### config.mk
export PLATFORM = sky130hd
export DESIGN_NAME = operand_fetch_stage
export DESIGN_NICKNAME = d
export VERILOG_FILES = /design/src/rtl/operand_fetch_stage_pkg.sv /design/src/rtl/operand_fetch_stage_register_file.sv /design/src/rtl/operand_fetch_stage.sv
export SDC_FILE = /design/constraint.sdc
export NUM_CORES = 2
export LEC_CHECK = 0
export CORE_UTILIZATION = 60
export CTS_BUF_LIST = sky130_fd_sc_hd__clkbuf_2
export CTS_CLUSTER_DIAMETER = 120
export DETAILED_ROUTE_END_ITERATION = 12
export GPL_ROUTABILITY_DRIVEN = 0
export PLACE_DENSITY = 0.76
export SYNTH_ARGS = -nofsm -noshare
export SYNTH_HDL_FRONTEND = slang
export SYNTH_HIERARCHICAL = 1
export SYNTH_SLANG_ARGS = --single-unit
### constraint.sdc
create_clock -name clk -period 2.7 [get_ports clk]
set_clock_uncertainty 0.1 [all_clocks]
set_input_delay 0.27 -clock clk [delete_from_list [all_inputs] [get_ports clk]]
set_output_delay 0.27 -clock clk [all_outputs]
set_load 0.01 [all_outputs]
### src/rtl/operand_fetch_stage_pkg.sv
// ============================================================================
// Module   : operand_fetch_stage_pkg
// Brief    : Shared ALU opcodes, widths and stage state encodings.
// Revision : 1.0 - initial release
// ============================================================================
`default_nettype none

package operand_fetch_stage_pkg;

    localparam int c_reg_addr_w = 5;
    localparam int c_alu_op_w   = 3;

    typedef enum logic [c_alu_op_w-1:0] {
        ALU_AND = 3'd0,
        ALU_ADD = 3'd1,
        ALU_SUB = 3'd2,
        ALU_OR  = 3'd3,
        ALU_XOR = 3'd4
    } alu_op_t;

    // Occupancy of the main/skid pair
    typedef enum logic [1:0] {
        ST_EMPTY = 2'd0,
        ST_ONE   = 2'd1,
        ST_TWO   = 2'd2
    } stage_state_t;

endpackage

`default_nettype wire

### src/rtl/operand_fetch_stage_register_file.sv
// ============================================================================
// Module   : operand_fetch_stage_register_file
// Brief    : Integer register file, 2 async read ports, 1 sync write port, x0 = 0.
// Revision : 1.0 - initial release
// ============================================================================
`default_nettype none

module operand_fetch_stage_register_file
    import operand_fetch_stage_pkg::*;
#(
    parameter int DATA_W    = 32,
    parameter int REG_COUNT = 32
) (
    input  logic                    clk,
    input  logic                    reset,
    input  logic [c_reg_addr_w-1:0] rs1_addr,
    input  logic [c_reg_addr_w-1:0] rs2_addr,
    output logic [DATA_W-1:0]       rs1_data,
    output logic [DATA_W-1:0]       rs2_data,
    input  logic                    wr_enable,
    input  logic [c_reg_addr_w-1:0] wr_addr,
    input  logic [DATA_W-1:0]       wr_data
);

    logic [DATA_W-1:0] r_regs [REG_COUNT];

    // Clear has priority, so writes presented during reset are lost
    always_ff @(posedge clk) begin
        if (reset) begin
            for (int i = 0; i < REG_COUNT; i++) begin
                r_regs[i] <= '0;
            end
        end else if (wr_enable && (wr_addr != '0)) begin
            r_regs[wr_addr] <= wr_data;
        end
    end

    assign rs1_data = (rs1_addr == '0) ? '0 : r_regs[rs1_addr];
    assign rs2_data = (rs2_addr == '0) ? '0 : r_regs[rs2_addr];

endmodule

`default_nettype wire

### src/rtl/operand_fetch_stage.sv
// ============================================================================
// Module   : operand_fetch_stage
// Brief    : Register read stage feeding the ALU; valid/ready with 2-entry skid.
// Config   : define OPERAND_FETCH_WRITE_BYPASS_EN for write-first operand capture.
// Revision : 1.0 - initial release
// ============================================================================
`default_nettype none

module operand_fetch_stage
    import operand_fetch_stage_pkg::*;
#(
    parameter int DATA_W    = 32,
    parameter int REG_COUNT = 32
) (
    input  logic                    clk,
    input  logic                    reset,
    input  logic                    in_valid,
    output logic                    in_ready,
    input  logic [c_alu_op_w-1:0]   in_operation,
    input  logic [c_reg_addr_w-1:0] in_rs1,
    input  logic [c_reg_addr_w-1:0] in_rs2,
    input  logic [DATA_W-1:0]       in_immediate,
    input  logic                    in_use_immediate,
    input  logic                    wb_enable,
    input  logic [c_reg_addr_w-1:0] wb_rd,
    input  logic [DATA_W-1:0]       wb_data,
    output logic                    out_valid,
    input  logic                    out_ready,
    output logic [c_alu_op_w-1:0]   operation,
    output logic [DATA_W-1:0]       operand_1,
    output logic [DATA_W-1:0]       operand_2
);

    logic [DATA_W-1:0] w_rs1_data;
    logic [DATA_W-1:0] w_rs2_data;
    logic [DATA_W-1:0] w_src1;
    logic [DATA_W-1:0] w_src2;
    logic [DATA_W-1:0] w_new_op2;

    operand_fetch_stage_register_file #(
        .DATA_W    (DATA_W),
        .REG_COUNT (REG_COUNT)
    ) u_register_file (
        .clk       (clk),
        .reset     (reset),
        .rs1_addr  (in_rs1),
        .rs2_addr  (in_rs2),
        .rs1_data  (w_rs1_data),
        .rs2_data  (w_rs2_data),
        .wr_enable (wb_enable),
        .wr_addr   (wb_rd),
        .wr_data   (wb_data)
    );

`ifdef OPERAND_FETCH_WRITE_BYPASS_EN
    // Forward a same-cycle writeback so the captured operand sees the new value
    assign w_src1 = (wb_enable && (wb_rd == in_rs1) && (in_rs1 != '0)) ? wb_data : w_rs1_data;
    assign w_src2 = (wb_enable && (wb_rd == in_rs2) && (in_rs2 != '0)) ? wb_data : w_rs2_data;
`else
    assign w_src1 = w_rs1_data;
    assign w_src2 = w_rs2_data;
`endif

    assign w_new_op2 = in_use_immediate ? in_immediate : w_src2;

    stage_state_t        r_state;
    stage_state_t        w_next_state;
    logic                r_in_ready;
    logic                r_out_valid;
    logic [c_alu_op_w-1:0] r_main_op;
    logic [DATA_W-1:0]   r_main_op1;
    logic [DATA_W-1:0]   r_main_op2;
    logic [c_alu_op_w-1:0] r_skid_op;
    logic [DATA_W-1:0]   r_skid_op1;
    logic [DATA_W-1:0]   r_skid_op2;
    logic                w_accept;
    logic                w_consume;
    logic                w_load_main_in;
    logic                w_load_main_skid;
    logic                w_load_skid;

    assign w_accept  = in_valid && r_in_ready;
    assign w_consume = r_out_valid && out_ready;

    always_comb begin
        w_next_state     = r_state;
        w_load_main_in   = 1'b0;
        w_load_main_skid = 1'b0;
        w_load_skid      = 1'b0;
        case (r_state)
            ST_EMPTY: begin
                if (w_accept) begin
                    w_next_state   = ST_ONE;
                    w_load_main_in = 1'b1;
                end
            end
            ST_ONE: begin
                if (w_accept && w_consume) begin
                    w_load_main_in = 1'b1;
                end else if (w_accept) begin
                    w_next_state = ST_TWO;
                    w_load_skid  = 1'b1;
                end else if (w_consume) begin
                    w_next_state = ST_EMPTY;
                end
            end
            ST_TWO: begin
                if (w_consume) begin
                    w_next_state     = ST_ONE;
                    w_load_main_skid = 1'b1;
                end
            end
            default: w_next_state = ST_EMPTY;
        endcase
    end

    always_ff @(posedge clk) begin
        if (reset) begin
            r_state     <= ST_EMPTY;
            r_in_ready  <= 1'b1;
            r_out_valid <= 1'b0;
            r_main_op   <= ALU_ADD;
            r_main_op1  <= '0;
            r_main_op2  <= '0;
            r_skid_op   <= ALU_ADD;
            r_skid_op1  <= '0;
            r_skid_op2  <= '0;
        end else begin
            r_state     <= w_next_state;
            r_in_ready  <= (w_next_state != ST_TWO);
            r_out_valid <= (w_next_state != ST_EMPTY);
            if (w_load_main_in) begin
                r_main_op  <= in_operation;
                r_main_op1 <= w_src1;
                r_main_op2 <= w_new_op2;
            end else if (w_load_main_skid) begin
                r_main_op  <= r_skid_op;
                r_main_op1 <= r_skid_op1;
                r_main_op2 <= r_skid_op2;
            end
            if (w_load_skid) begin
                r_skid_op  <= in_operation;
                r_skid_op1 <= w_src1;
                r_skid_op2 <= w_new_op2;
            end
        end
    end

    assign in_ready  = r_in_ready;
    assign out_valid = r_out_valid;
    assign operation = r_main_op;
    assign operand_1 = r_main_op1;
    assign operand_2 = r_main_op2;

endmodule

`default_nettype wire

* After elaboration in Yosys (flattened, before gate mapping)
Memories as Yosys holds them, arrays and structs flattened. Cells that the tools add are included.
Word-level totals: bits in writable memories 1024, output and inout bits 69, flip-flop bits (word level) 138, memories 1, word-level logic and storage cells 54
Memory list:
- u_register_file.r_regs | depth 32, bits a word 32, read ports 2, clocked after memory_dff 0, write ports 32, line operand_fetch_stage_register_file.sv:25 | logic [DATA_W-1:0] r_regs [REG_COUNT];
Cells by class: reduce and logical (&&, ||, !) cells 11, equal/unequal tests 3, mux-type cells 30
Operators with widths (number):
- 2-to-1 mux 32 bit | 8
- OR reduction 32 bit | 1
- 2-to-1 mux 1 bit | 12
- zero test 5 bit | 2
- 2-to-1 mux 2 bit | 5
- 2-to-1 mux 3 bit | 2
- case mux 2 bit (3 select lines) | 1
- 2-to-1 mux 5 bit | 1
- nonzero test 5 bit | 1
- logical AND 1 bit | 4
- nonzero test 2 bit | 2
- == test 2 x 1 -> 1 bit, second input constant | 1
- == test 2 bit, second input constant | 1
- zero test 2 bit | 1
- inequality test 2 bit, second input constant | 1
- case mux 1 bit (2 select lines) | 1

* Logic depth before layout (Yosys ltp)
depth in word-level cells 7, mapped depth 11, mapped depth without buffers 6

* Hierarchy
The synthesis kept the hierarchy.
Modules (own cells, without submodules):
- operand_fetch_stage_register_file | cells an instance 3502, instances 1, seq. area each 30749.5 µm², area an instance 54248.3 µm²
- operand_fetch_stage | cells an instance 679, instances 1, seq. area each 2762.6 µm², area an instance 6184.7 µm²

* Worst setup path before layout
Ideal clock, no wire load.
path kind input to register, start point input port in_rs1[2], end point register r_main_op1[14], in the netlist operand_1[14], path buffers 3, required time 2.453 ns, arrival 2.178 ns, library setup time 0.147 ns, path slack 0.276 ns, stages 9, cell sequence buf_2 buf_2 clkbuf_1 mux4_2 mux4_2 o22ai_1 nor3_1 nor3_1 a311oi_2
Between the ends: cells in the longest elaborated chain, start to end 3, elaborated cells on any way between the ends 4, classes of those cells 2 x mux; 1 x reduce/logical; 1 x memory
RTL lines:
- start: declaration | line operand_fetch_stage.sv:20 | input logic [c_reg_addr_w-1:0] in_rs1,
- memory (32 x 32 bit) / zero test 5 bit (equally long branches)
- 2-to-1 mux 32 bit (*) | line operand_fetch_stage_register_file.sv:38 | assign rs1_data = (rs1_addr == '0) ? '0 : r_regs[rs1_addr];
- via w_rs1_data[14] | line operand_fetch_stage.sv:34 | logic [DATA_W-1:0] w_rs1_data;
- 2-to-1 mux 32 bit (*) | line operand_fetch_stage.sv:132 | if (w_load_main_in) begin
- end signal: assignment | line operand_fetch_stage.sv:134 | r_main_op1 <= w_src1;
- end signal: assignment | line operand_fetch_stage.sv:138 | r_main_op1 <= r_skid_op1;
- end: declaration | line operand_fetch_stage.sv:71 | logic [DATA_W-1:0] r_main_op1;
The timed path passes the listed nets; every way through them passes the cells marked *. A chain may end at the register's enable or synchronous reset.

==> results.json <==
{
  "cts.path.max_buffers": 4,
  "clock_latency_ns": 1.61,
  "num_rows": 116,
  "yosys_warnings": 6,
  "netlist.area_leader.share_pct": 50.9,
  "yosysTopAreaCell": "edfxtp_1",
  "slowest_stage": "a2111oi_0",
  "netlist_top_cells_area": "edfxtp_1 51%, mux4_2 18%, and2_1 10%, dfxtp_1 4.6%, mux2i_1 3.0%",
  "grt_pass1_wl_um": 291000,
  "slew_headroom_pct": 29.7,
  "synth_cell_types": 55,
  "totalWireLength_um": 203000,
  "violations": "negative setup slack",
  "dp_hpwl_um": 134000,
  "initial_core_util_pct": 60.4,
  "fin_cells": 6343,
  "synth_commonest_cells": "1024 x edfxtp_1, 996 x and2_1, 472 x mux4_2",
  "seq_area_frac_synth_pct": 55.5,
  "worstPathArrival_ns": 3.95,
  "wl_per_cell_um": 32.0,
  "worst_slack_ns": -0.0112,
  "via_per_inst": 6.95,
  "synthArstFlopShare_pct": 0,
  "yosysMostFrequentCell": "edfxtp_1",
  "end_kind": "flop",
  "grt_max_degree": 105,
  "critPathMaxStageDelay_ns": 0.70,
  "status": "finished, violations left",
  "worstPathCellList": "mux4_2 -> nor2b_1 -> a2111oi_0 -> nor4b_2 -> mux2i_1 -> a211oi_1",
  "syn_area_mm2": 0.0604,
  "path_delay_family": "compound AO/OA/AOI/OAI gates",
  "overflow": 0,
  "stdcell_area_mm2": 0.0709,
  "area_delta_synth_final_pct": 17.4,
  "synthFlopType": "edfxtp_1",
  "fin_tns_setup_ns": -0.0179,
  "fin_nets": 4930,
  "cts_setup_buffers": 0,
  "path_class": "reg -> reg",
  "dp_cells": 5680,
  "clkTransAtPathRegs_ns": 0.11,
  "setup_violations": 3,
  "preCtsSetupSlack_ns": -0.860,
  "drive_gt1_share_pct": 32.0,
  "avgSynthCellArea_um2": 14.5,
  "drt_iter0_markers": 7501,
  "first_pass_iters": 8,
  "antenna_found_initial": 14,
  "ant_nets": 0,
  "maxSlewViolCount": 0,
  "ys_seq_elements": 1162,
  "core_region_area_mm2": 0.100,
  "cts_tree": "built",
  "p_total_w": 0.0404,
  "cts-root-buf": "clkbuf_2",
  "routed-via-count": 44100,
  "htreeDepth": 5,
  "place_area_mm2": 0.0668,
  "drv_cap": 0,
  "grt_usage_pct": 39.8,
  "synthCells": 4181,
  "clock_sinks": 1162,
  "leakage_nw": 26.0,
  "worstSetupStartpointType": "flop",
  "min_period_ns": 2.71,
  "io_buffers": 156,
  "grt_pass1_vias": 43500,
  "boundaryPins": 157,
  "dieArea_mm2": 0.102,
  "die_y_um": 319,
  "drc": 0,
  "required_ns": 3.94,
  "crit_fanout": 2,
  "cp_num_buf_inv": 0,
  "synth_edf_count": 1024,
  "hold_violations": 0,
  "min_period_over_period_pct": 100,
  "irDropWorstVdd_v": 0.000264,
  "cts_made_buffers": 311,
  "die-width_um": 319,
  "tightest_slew_ns": 1.06,
  "power_density_mw_per_mm2": 569,
  "fmax_mhz": 369,
  "hold_path_class": "in -> reg",
  "r2r_slack_ns": -0.01
}
[report_power, final]
group,internal (W),switching (W)
registers,0.0206,0.000668
clock network,0.00478,0.00728
logic,0.00316,0.00385
total,0.0286,0.0118
[final timing paths]
path                            cells past startpoint                     startpoint                        endpoint
worst max register to register                      6  u_register_file/r_regs[0][21]                  r_skid_op2[21]
worst max-delay path                                6  u_register_file/r_regs[0][21]                  r_skid_op2[21]
worst min register to register                      2                  r_skid_op1[9]                    operand_1[9]
worst min-delay path                                4                    wb_data[28]  u_register_file/r_regs[18][28]
[per-layer routing]
metal / GRT usage, % / up-vias / share of wire (%)
met5: 0 / - / 0.047
met2: 60.8 / 3960 / 45
met1: 51.6 / 21800 / 34
met4: 20.2 / 12 / 5.6
li1: - / 17600 / -
met3: 12.6 / 756 / 15
[sequential cells by signal, indices dropped and copies added (netlist names)]
name                    flops
u_register_file/r_regs   1024
operand_1                  32
operand_2                  32
r_skid_op1                 32
r_skid_op2                 32
operation                   3
r_skid_op                   3
r_state                     2
in_ready                    1
out_valid                   1
[stage by stage]
stage / hold slack [ns] / util [%]
4_1_cts: 0.0000682 / 70.8
2_1_floorplan: 0.318 / -
6_report: 0.118 / 70.9
3_3_place_gp: 0.361 / 66.8
3_5_place_dp: 0.366 / 66.8
5_1_grt: 0.0933 / 70.9
[worst register-to-register path, delay by kind of cell, from the launching register on]
family | cells | cell delay [ns]
compound gates | 2 | 0.84
flops | 1 | 0.42
mux | 2 | 0.73
simple gates | 2 | 0.40
[cell type report]
class                      count  area (um^2)
clock inverter                70          407
clock buffer                 438         2190
fill                        6468        29100
multi-input combinational   2580        25100
inverter                       2         7.51
timing repair buffer         785         8070
sequential                  1162        33500
antenna                        8         20.0
tap                         1298         1620
[timing repair]
action                     in CTS  in global routing
pin swaps                       0                  1
setup endpoints to repair      78                 37
cloned                          0                  1
gates resized for setup        97                 30
hold endpoints to repair     2154                  0
hold buffers                  147                  0
[cells in the final DEF (no fill, tap or decap), drive strengths merged, types with 51 or more instances in the layout]
cell and count:
buf 492, a2111oi 55, mux4 472, clkbuf 442, nor3 89, a22o 51, and2 996, clkinv 58
dlygate4sd3 145, clkdlybuf4s50 77, a21oi 81, o22ai 103, mux2i 183, nand2 111, edfxtp 1024, dlygate4sd2 59
dfxtp 138
[cell families (layout without fill, tap and decap cells)]
group	after synthesis	count (layout)	share of synthesized area (%)
flops	1162	1162	55.5
mux	685	685	21.2
other cells	1	40	0.00621
simple gates	1363	1364	13.3
compound gates	499	499	6.30
buf+inv	471	1295	3.72
No activity file was read; power rests on OpenSTA's default activity.
